## src/rtl/mult_div.sv

```systemverilog
// rtl/mult_div.sv - 32-bit signed multiply/divide unit producing HI/LO
//
// Purpose:
//   Iterative signed multiply (radix-2 Booth) and signed divide (restoring
//   on magnitudes, signs applied at the end). One iteration per clock for
//   32 clocks, results written to HI/LO only on completion.
//
// Ports:
//   clock     in   1   rising-edge clock
//   reset     in   1   asynchronous active-low reset
//   start     in   1   operation request, sampled only in IDLE
//   op        in   1   0 = signed mult, 1 = signed div
//   a, b      in  32   operands (rs, rt), latched on accept
//   hi_out    out 32   HI register (product high / remainder)
//   lo_out    out 32   LO register (product low / quotient)
//   busy      out  1   high while iterating (RUN)
//   done      out  1   one-cycle completion pulse
//   div_zero  out  1   high with done when a divide had b == 0

module mult_div (
  input  logic        clock,
  input  logic        reset,
  input  logic        start,
  input  logic        op,
  input  logic [31:0] a,
  input  logic [31:0] b,
  output logic [31:0] hi_out,
  output logic [31:0] lo_out,
  output logic        busy,
  output logic        done,
  output logic        div_zero
);

  typedef enum logic [1:0] {IDLE, RUN, DONE} state_t;

  state_t      state;
  logic [4:0]  cnt;
  logic        op_r;
  // acc: Booth accumulator for mult, partial remainder for div.
  // It carries one guard bit above 32 so that subtracting a multiplicand of
  // -2^31 cannot wrap the sign used by the arithmetic shift.
  logic [32:0] acc;
  // mq: multiplier (shifting out) for mult, dividend/quotient for div.
  logic [31:0] mq;
  logic        q_1;
  // m: multiplicand for mult, divisor magnitude for div.
  logic [31:0] m;
  logic        q_neg;
  logic        r_neg;

  logic [32:0] acc_nx;
  logic [31:0] mq_nx;
  logic        q1_nx;
  logic [32:0] sum;
  logic [32:0] shifted;
  logic [33:0] diff;
  logic [31:0] res_hi;
  logic [31:0] res_lo;
  logic [31:0] a_mag;
  logic [31:0] b_mag;

  // Magnitudes as unsigned values; 0x80000000 maps to itself, which is the
  // correct unsigned magnitude of -2^31.
  assign a_mag = a[31] ? (32'd0 - a) : a;
  assign b_mag = b[31] ? (32'd0 - b) : b;

  // One iteration step plus the final result it would produce.
  always_comb begin
    acc_nx  = acc;
    mq_nx   = mq;
    q1_nx   = q_1;
    sum     = acc;
    shifted = {acc[31:0], mq[31]};
    diff    = {1'b0, shifted} - {2'b00, m};
    res_hi  = 32'd0;
    res_lo  = 32'd0;
    if (!op_r) begin
      case ({mq[0], q_1})
        2'b01:   sum = acc + {m[31], m};
        2'b10:   sum = acc - {m[31], m};
        default: sum = acc;
      endcase
      acc_nx = {sum[32], sum[32:1]};
      mq_nx  = {sum[0], mq[31:1]};
      q1_nx  = mq[0];
      res_hi = acc_nx[31:0];
      res_lo = mq_nx;
    end else begin
      if (!diff[33]) begin
        acc_nx = diff[32:0];
        mq_nx  = {mq[30:0], 1'b1};
      end else begin
        acc_nx = shifted;
        mq_nx  = {mq[30:0], 1'b0};
      end
      res_lo = q_neg ? (32'd0 - mq_nx) : mq_nx;
      res_hi = r_neg ? (32'd0 - acc_nx[31:0]) : acc_nx[31:0];
    end
  end

  always_ff @(posedge clock or negedge reset) begin
    if (!reset) begin
      state    <= IDLE;
      cnt      <= 5'd0;
      op_r     <= 1'b0;
      acc      <= 33'd0;
      mq       <= 32'd0;
      q_1      <= 1'b0;
      m        <= 32'd0;
      q_neg    <= 1'b0;
      r_neg    <= 1'b0;
      hi_out   <= 32'd0;
      lo_out   <= 32'd0;
      busy     <= 1'b0;
      done     <= 1'b0;
      div_zero <= 1'b0;
    end else begin
      done     <= 1'b0;
      div_zero <= 1'b0;
      case (state)
        IDLE: begin
          if (start) begin
            op_r  <= op;
            cnt   <= 5'd0;
            acc   <= 33'd0;
            q_1   <= 1'b0;
            q_neg <= a[31] ^ b[31];
            r_neg <= a[31];
            mq    <= op ? a_mag : b;
            m     <= op ? b_mag : a;
            if (op && (b == 32'd0)) begin
              // Divide by zero skips RUN; HI/LO are left untouched.
              state    <= DONE;
              done     <= 1'b1;
              div_zero <= 1'b1;
            end else begin
              state <= RUN;
              busy  <= 1'b1;
            end
          end
        end
        RUN: begin
          acc <= acc_nx;
          mq  <= mq_nx;
          q_1 <= q1_nx;
          cnt <= cnt + 5'd1;
          if (cnt == 5'd31) begin
            hi_out <= res_hi;
            lo_out <= res_lo;
            state  <= DONE;
            busy   <= 1'b0;
            done   <= 1'b1;
          end
        end
        DONE: begin
          state <= IDLE;
        end
        default: begin
          state <= IDLE;
          busy  <= 1'b0;
        end
      endcase
    end
  end

endmodule

```

## config.mk

```make
export PLATFORM = sky130hd
export DESIGN_NAME = mult_div
export DESIGN_NICKNAME = d
export VERILOG_FILES = /design/src/rtl/mult_div.sv
export SDC_FILE = /design/constraint.sdc
export NUM_CORES = 1
export LEC_CHECK = 0
export ABC_AREA = 0
export CORE_ASPECT_RATIO = 1.2
export CORE_MARGIN = 2
export CORE_UTILIZATION = 30
export DETAILED_ROUTE_END_ITERATION = 8
export SLEW_MARGIN = 20
export SYNTH_ARGS = -nofsm -noshare
export SYNTH_HDL_FRONTEND = slang
export SYNTH_SLANG_ARGS = --single-unit
```

## constraint.sdc

```tcl
create_clock -name clock -period 5.6 [get_ports clock]
set_clock_uncertainty 0.1 [all_clocks]
set_input_delay 0.84 -clock clock [delete_from_list [all_inputs] [get_ports clock]]
set_output_delay 0.84 -clock clock [all_outputs]
set_load 0.01 [all_outputs]
```

==> results.sh, run 1 <==
export IMPL_cts_tree="done"
export IMPL_cts_inserted_buffers=17
export IMPL_drt_vias_per_instance=5.72
export IMPL_cts_buffer_depth=2
export IMPL_grt_pass1_wl_um=98400
export IMPL_antenna_cells=0
export IMPL_cts_resized=0
export IMPL_dieArea_um2=56200
export IMPL_max_freq_mhz=193
export IMPL_path_max_fanout=7
export IMPL_yosysUniqueCellTypes=90
export IMPL_antenna_found_initial=0
export IMPL_ys_ff_latch=175
export IMPL_wire_per_inst_um=22.3
export IMPL_cts_hold_buffers=0
export IMPL_finish_net_count=2320
export IMPL_chipHeight_um=259
export IMPL_cp_cell_sequence="or3_1 -> nor4_1 -> buf_4 -> nand3_1 -> nor3_1 -> buf_4 -> a21oi_1 -> xnor2_1 -> ha_1 -> a21o_1 -> a21o_1 -> a21oi_1 -> o21ai_0 -> a221o_1 -> a31oi_1 -> a21oi_1 -> mux2i_1 -> xor2_1 -> nand2_1 -> a22o_1"
export IMPL_die_w_um=217
export IMPL_maxCapViolCount=0
export IMPL_overflow=0
export IMPL_synth_edf_count=0
export IMPL_dp_cells=2871
export IMPL_critPathRequiredTime_ps=5850
export IMPL_syn_inst=2118
export IMPL_num_rows=93
export IMPL_slew_headroom_pct=28.3
export IMPL_crit_slowest_cell="or3_1"
export IMPL_routed_wl_um=64700
export IMPL_critPathLaunchType="flip-flop"
export IMPL_cts_setup_buffers=0
export IMPL_ant_nets=0
export IMPL_grt_pass1_vias=16000
export IMPL_synth_nets=2260
export IMPL_core_area_um2=53800
export IMPL_yosysTopAreaCell="dfrtp_1"
export IMPL_syn_cell_area_um2=16300
export IMPL_finalCritPeriodShare_pct=92.6
export IMPL_avgSynthCellArea_um2=7.70
export IMPL_tightest_slew_ps=1070
export IMPL_crit_buf_inv=2
export IMPL_synthTopCellsByArea="dfrtp_1 (27%), nand2_1 (6.6%), o21ai_0 (6.5%)"
export IMPL_final_cells=2902
export IMPL_critical_path_top_delay_family="compound AO/OA/AOI/OAI gates"
export IMPL_root_buffer="clkbuf_16"
export IMPL_ys_flop_type="dfrtp_1"
export IMPL_cp_arrival_ps=5440
export IMPL_async_flop_share_pct=100
export IMPL_layout_drive_gt1_share_pct=6.12
export IMPL_period_needed_ps=5180
export IMPL_finish_utilization_pct=35.3
export IMPL_drt_iter0_markers=1700
export IMPL_finalWeightedCongestion=0.998
export IMPL_start_util_pct=30.3
export IMPL_regArea_um2=4380
export IMPL_area_growth_pct=16.4
export IMPL_multiInputGateArea_um2=11100
export IMPL_setup_viol=0
export IMPL_num_fill_cells=5679
export IMPL_cp_end_kind="flip-flop"
export IMPL_path_clk_slew_ps=70
export IMPL_clk_latency_ps=470
export IMPL_status="finished clean"
export IMPL_slowest_delay_ps=430
export IMPL_ys_warn_count=0
export IMPL_crit_path_frequent_cell="a21oi_1"
export IMPL_hpwl_um=50500
export IMPL_holdCritPathClass="in2async"
export IMPL_ios=135
export IMPL_cts_htree_levels=4
export IMPL_via_count=16600
export IMPL_rsz0062_at_grt="false"
export IMPL_finalHoldViolations=0
export IMPL_port_buffer_count=134
export IMPL_cts_sinks=175
export IMPL_yosysTopAreaCellShare_pct=26.9
export IMPL_yosysSeqAreaShare_pct=26.9
export IMPL_grt_total_usage_pct=23.0
export IMPL_crit_type="reg2reg"
export IMPL_fin_tns_setup_ps=0
export IMPL_dr_pass1_iters=5
export IMPL_post_route_drc_count=0
export IMPL_grt_max_degree=122
export IMPL_finalMaxSlewViolations=0
-- routing by layer --
layer | global-route usage, % | routed length [µm] | share of wire, % | vias to the layer above
met5 | 0 | 0 | 0 | -
met4 | 15.5 | 4500 | 6.9 | 0
met3 | 2.54 | 2790 | 4.3 | 125
met2 | 39.3 | 31700 | 49 | 561
met1 | 27.1 | 25700 | 40 | 8027
li1 | - | - | - | 7877
-- cell usage after synthesis, types with 15 or more instances --
cell type and number:
xor2_1 101, or4_1 16, a211oi_1 38, a21oi_1 168, nand4_1 17, dfrtp_1 175, nand2_1 285, a31oi_1 24
o21a_1 19, nand3_1 53, o21ai_1 17, ha_1 72, o21ai_0 213, o31ai_1 37, o221ai_1 25, clkbuf_1 115
or3_1 16, xnor2_1 84, nor4_1 17, buf_1 18, o211ai_1 44, nor3_1 32, inv_1 68, nor2b_1 15
mux2i_1 51, a21o_1 30, nor2_1 141
-- sequential cells by signal (all words and copies together) (netlist names) --
name      flops
acc          33
busy          1
cnt           5
div_zero      1
done          1
hi_out       32
lo_out       32
m            32
mq           32
op_r          1
q_1           1
q_neg         1
r_neg         1
state         2
-- cells in the final DEF, fill, tap and decap left out, types with 37 or more instances in the layout --
cell	count
a211oi_1	37
ha_1	72
xor2_1	101
o21ai_0	212
nor2_1	140
inv_1	67
buf_4	53
dfrtp_1	174
clkdlybuf4s50_1	132
nand3_1	53
o211ai_1	44
a21oi_1	168
mux2i_1	51
xnor2_1	84
o31ai_1	37
nand2_1	283
-- area by class of cell --
class                      instances  area share [%]
clock inverter                    14           0.804
sequential                       175            23.1
tap                              712            4.69
clock buffer                      17            2.24
inverter                          70            1.38
multi-input combinational       1728            58.7
timing repair buffer             186            9.12
-- stage by stage --
| step | hold WS (ps) | cell area [µm²] | worst slack, ps |
|---|---|---|---|
| after detailed placement | 372 | 18400 | 474 |
| after floorplan | 349 | 16300 | 488 |
| after global placement | 366 | 18400 | 404 |
| final | 377 | 19000 | 415 |
| after global routing | 412 | 19000 | 73.9 |
| after CTS | 389 | 19000 | 434 |
-- worst paths after layout --
kind / start / endpoint / slack (ps) / depth (start not counted)
max in group asynchronous: reset / op_r / 3740 / 2
worst max-delay path: m[3] / acc[31] / 420 / 20
worst min register to register: lo_out[18] / lo_out[18] / 380 / 2
worst min-delay path: reset / hi_out[2] / 380 / 1
worst max register to register: m[3] / acc[31] / 420 / 20
min in group clock: lo_out[18] / lo_out[18] / 380 / 2
-- cells by family after synthesis --
logic type	Yosys count	synth area share, %
mux	57	3.55
buf+inv	215	5.04
compound gates	740	29.3
xor+xnor	185	9.94
fa+ha+maj	74	5.77
flops	175	26.9
simple gates	672	19.5
Power of run 1 is left out: the tool's default activity adds up to more than one toggle a clock period on the data nets, which glitch-free logic cannot reach.
==> run 2: changes to the inputs <==
--- a/config.mk
+++ b/config.mk
@@ -7,7 +7,6 @@
 export LEC_CHECK = 0
 export ABC_AREA = 0
 export CORE_ASPECT_RATIO = 1.2
-export CORE_MARGIN = 2
 export CORE_UTILIZATION = 30
 export DETAILED_ROUTE_END_ITERATION = 8
 export SLEW_MARGIN = 20
==> results.sh, run 2 (synthesized netlist as in run 1, its figures left out) <==
export IMPL_status="finished clean"
export IMPL_finalMaxSlewViolations=0
export IMPL_grt_pass1_wl_um=98600
export IMPL_path_clk_slew_ps=80
export IMPL_via_count=16700
export IMPL_grtUsageMet3_pct=2.07
export IMPL_grtUsageMet2_pct=41.0
export IMPL_port_buffer_count=134
export IMPL_hpwl_um=50800
export IMPL_final_cell_mix="nand2_1 (283), o21ai_0 (212), dfrtp_1 (174), a21oi_1 (168), nor2_1 (140)"
export IMPL_die_w_um=215
export IMPL_critPathRequiredTime_ps=5870
export IMPL_num_fill_cells=5641
export IMPL_finalCritPeriodShare_pct=92.3
export IMPL_path_max_fanout=7
export IMPL_ios=135
export IMPL_met1_usage_pct=27.1
export IMPL_finalWeightedCongestion=0.971
export IMPL_largest_reg_flops=33
export IMPL_ant_nets=0
export IMPL_chipHeight_um=257
export IMPL_crit_type="reg2reg"
export IMPL_cts_buffer_depth=2
export IMPL_root_buffer="clkbuf_16"
export IMPL_slowest_delay_ps=790
export IMPL_cp_cell_sequence="ha_1 -> a21oi_1 -> o21ai_1 -> a211o_1 -> o211ai_2 -> nand2_2 -> a21oi_1 -> ha_1 -> nand2_1 -> nor2_1 -> nand2_1 -> nor3_1 -> a31o_2 -> nand4_1 -> buf_4 -> o41ai_1 -> xnor2_1 -> a211oi_1 -> a21o_1"
export IMPL_core_area_um2=53600
export IMPL_start_util_pct=30.4
export IMPL_grt_busiest_layer="met2"
export IMPL_drt_vias_per_instance=5.76
export IMPL_slew_headroom_pct=20.0
export IMPL_critPathLaunchType="flip-flop"
export IMPL_finish_net_count=2310
export IMPL_dr_pass1_iters=7
export IMPL_clk_latency_ps=480
export IMPL_layout_drive_gt1_share_pct=5.69
export IMPL_cts_sinks=175
export IMPL_final_common_cell="nand2_1"
export IMPL_cts_inserted_buffers=17
export IMPL_period_needed_ps=5170
export IMPL_num_rows=93
export IMPL_finalHoldViolations=0
export IMPL_maxCapViolCount=0
export IMPL_grt_pass1_vias=16000
export IMPL_regMostFlops="acc"
export IMPL_cts_setup_buffers=0
export IMPL_crit_slowest_cell="o41ai_1"
export IMPL_area_growth_pct=16.2
export IMPL_cts_hold_buffers=0
export IMPL_drt_iter0_markers=1524
export IMPL_cp_arrival_ps=5440
export IMPL_fin_tns_setup_ps=0
export IMPL_rsz0062_at_grt="false"
export IMPL_grt_total_usage_pct=23.4
export IMPL_setup_viol=0
export IMPL_holdCritPathClass="in2async"
export IMPL_post_route_drc_count=0
export IMPL_cts_resized=0
export IMPL_antenna_found_initial=0
export IMPL_dieArea_um2=55300
export IMPL_cts_tree="done"
export IMPL_antenna_cells=0
export IMPL_cts_htree_levels=4
export IMPL_tightest_slew_ps=1190
export IMPL_overflow=0
export IMPL_wire_per_inst_um=22.6
export IMPL_routed_wl_um=65300
export IMPL_max_freq_mhz=193
export IMPL_grt_max_degree=122
export IMPL_cp_end_kind="flip-flop"
==> run 2: cell types whose count changed in the layout (fill, tap and decap cells not counted), moves of 2 or more <==
| cell | before | now |
|---|---|---|
| clkinv_2 | 2 | 0 |
| clkinvlp_4 | 1 | 4 |
| inv_6 | 4 | 2 |
| buf_4 | 53 | 42 |
| clkinv_4 | 3 | 0 |
| inv_8 | 1 | 4 |
==> run 2: critical path, delay by kind of cell, from the launching register on <==
| kind | cells | cell delay, ps |
|---|---|---|
| DFF | 1 | 480 |
| xor gates and xnor gates | 1 | 190 |
| adders and majority gates | 2 | 710 |
| AOI/OAI and AO/OA | 9 | 2680 |
| and+or+nand+nor | 6 | 680 |
| buffers and inverters | 1 | 200 |
==> run 2: area by class of cell <==
type / instances / area, µm² / area share (%)
Multi-Input combinational cell: 1728 / 11100 / 58.7
Sequential cell: 175 / 4380 / 23.1
Timing Repair Buffer: 176 / 1670 / 8.80
Tap cell: 712 / 891 / 4.70
Clock buffer: 17 / 425 / 2.24
Inverter: 70 / 263 / 1.39
Clock inverter: 15 / 188 / 0.990
==> run 2: routing by layer <==
metal / share of wire, % / wire [µm]
met5: 0 / 0
met4: 6.6 / 4310
met3: 4.1 / 2700
met2: 49 / 32200
met1: 40 / 26000
==> run 2: path summary, 6_finish.rpt <==
kind	startpoint	to	slack, ps	depth (start not counted)
setup / recovery	acc[7]	hi_out[22]	430	19
hold / removal	reset	hi_out[0]	320	1
setup reg to reg	acc[7]	hi_out[22]	430	19
hold reg to reg	lo_out[31]	lo_out[31]	380	1
max in group asynchronous	reset	op_r	3760	2
min in group clock	lo_out[31]	lo_out[31]	380	1
==> run 2: through the flow <==
| step | instances | area (µm²) | utilization, % | worst slack, ps | hold slack [ps] |
|---|---|---|---|---|---|
| floorplan | 2118 | 16300 | - | 488 | 349 |
| global route | 2893 | 19000 | 35.3 | 62.7 | 411 |
| finish | 2893 | 19000 | 35.3 | 431 | 324 |
| CTS | 2893 | 19000 | 35.3 | 441 | 371 |
| global placement | 2861 | 18300 | 34.2 | 460 | 367 |
| detailed placement | 2861 | 18300 | 34.2 | 450 | 365 |
Power of run 2 is left out for the same reason.
==> run 3: changes to the inputs <==
--- a/config.mk
+++ b/config.mk
@@ -8,6 +8,7 @@
 export ABC_AREA = 0
 export CORE_ASPECT_RATIO = 1.2
 export CORE_UTILIZATION = 30
+export CTS_CLUSTER_SIZE = 10
 export DETAILED_ROUTE_END_ITERATION = 8
 export SLEW_MARGIN = 20
 export SYNTH_ARGS = -nofsm -noshare
==> results of run 3 <==
The final DEF is identical to that of run 2; final timing and power are the same.
Power of run 3 is left out for the same reason.
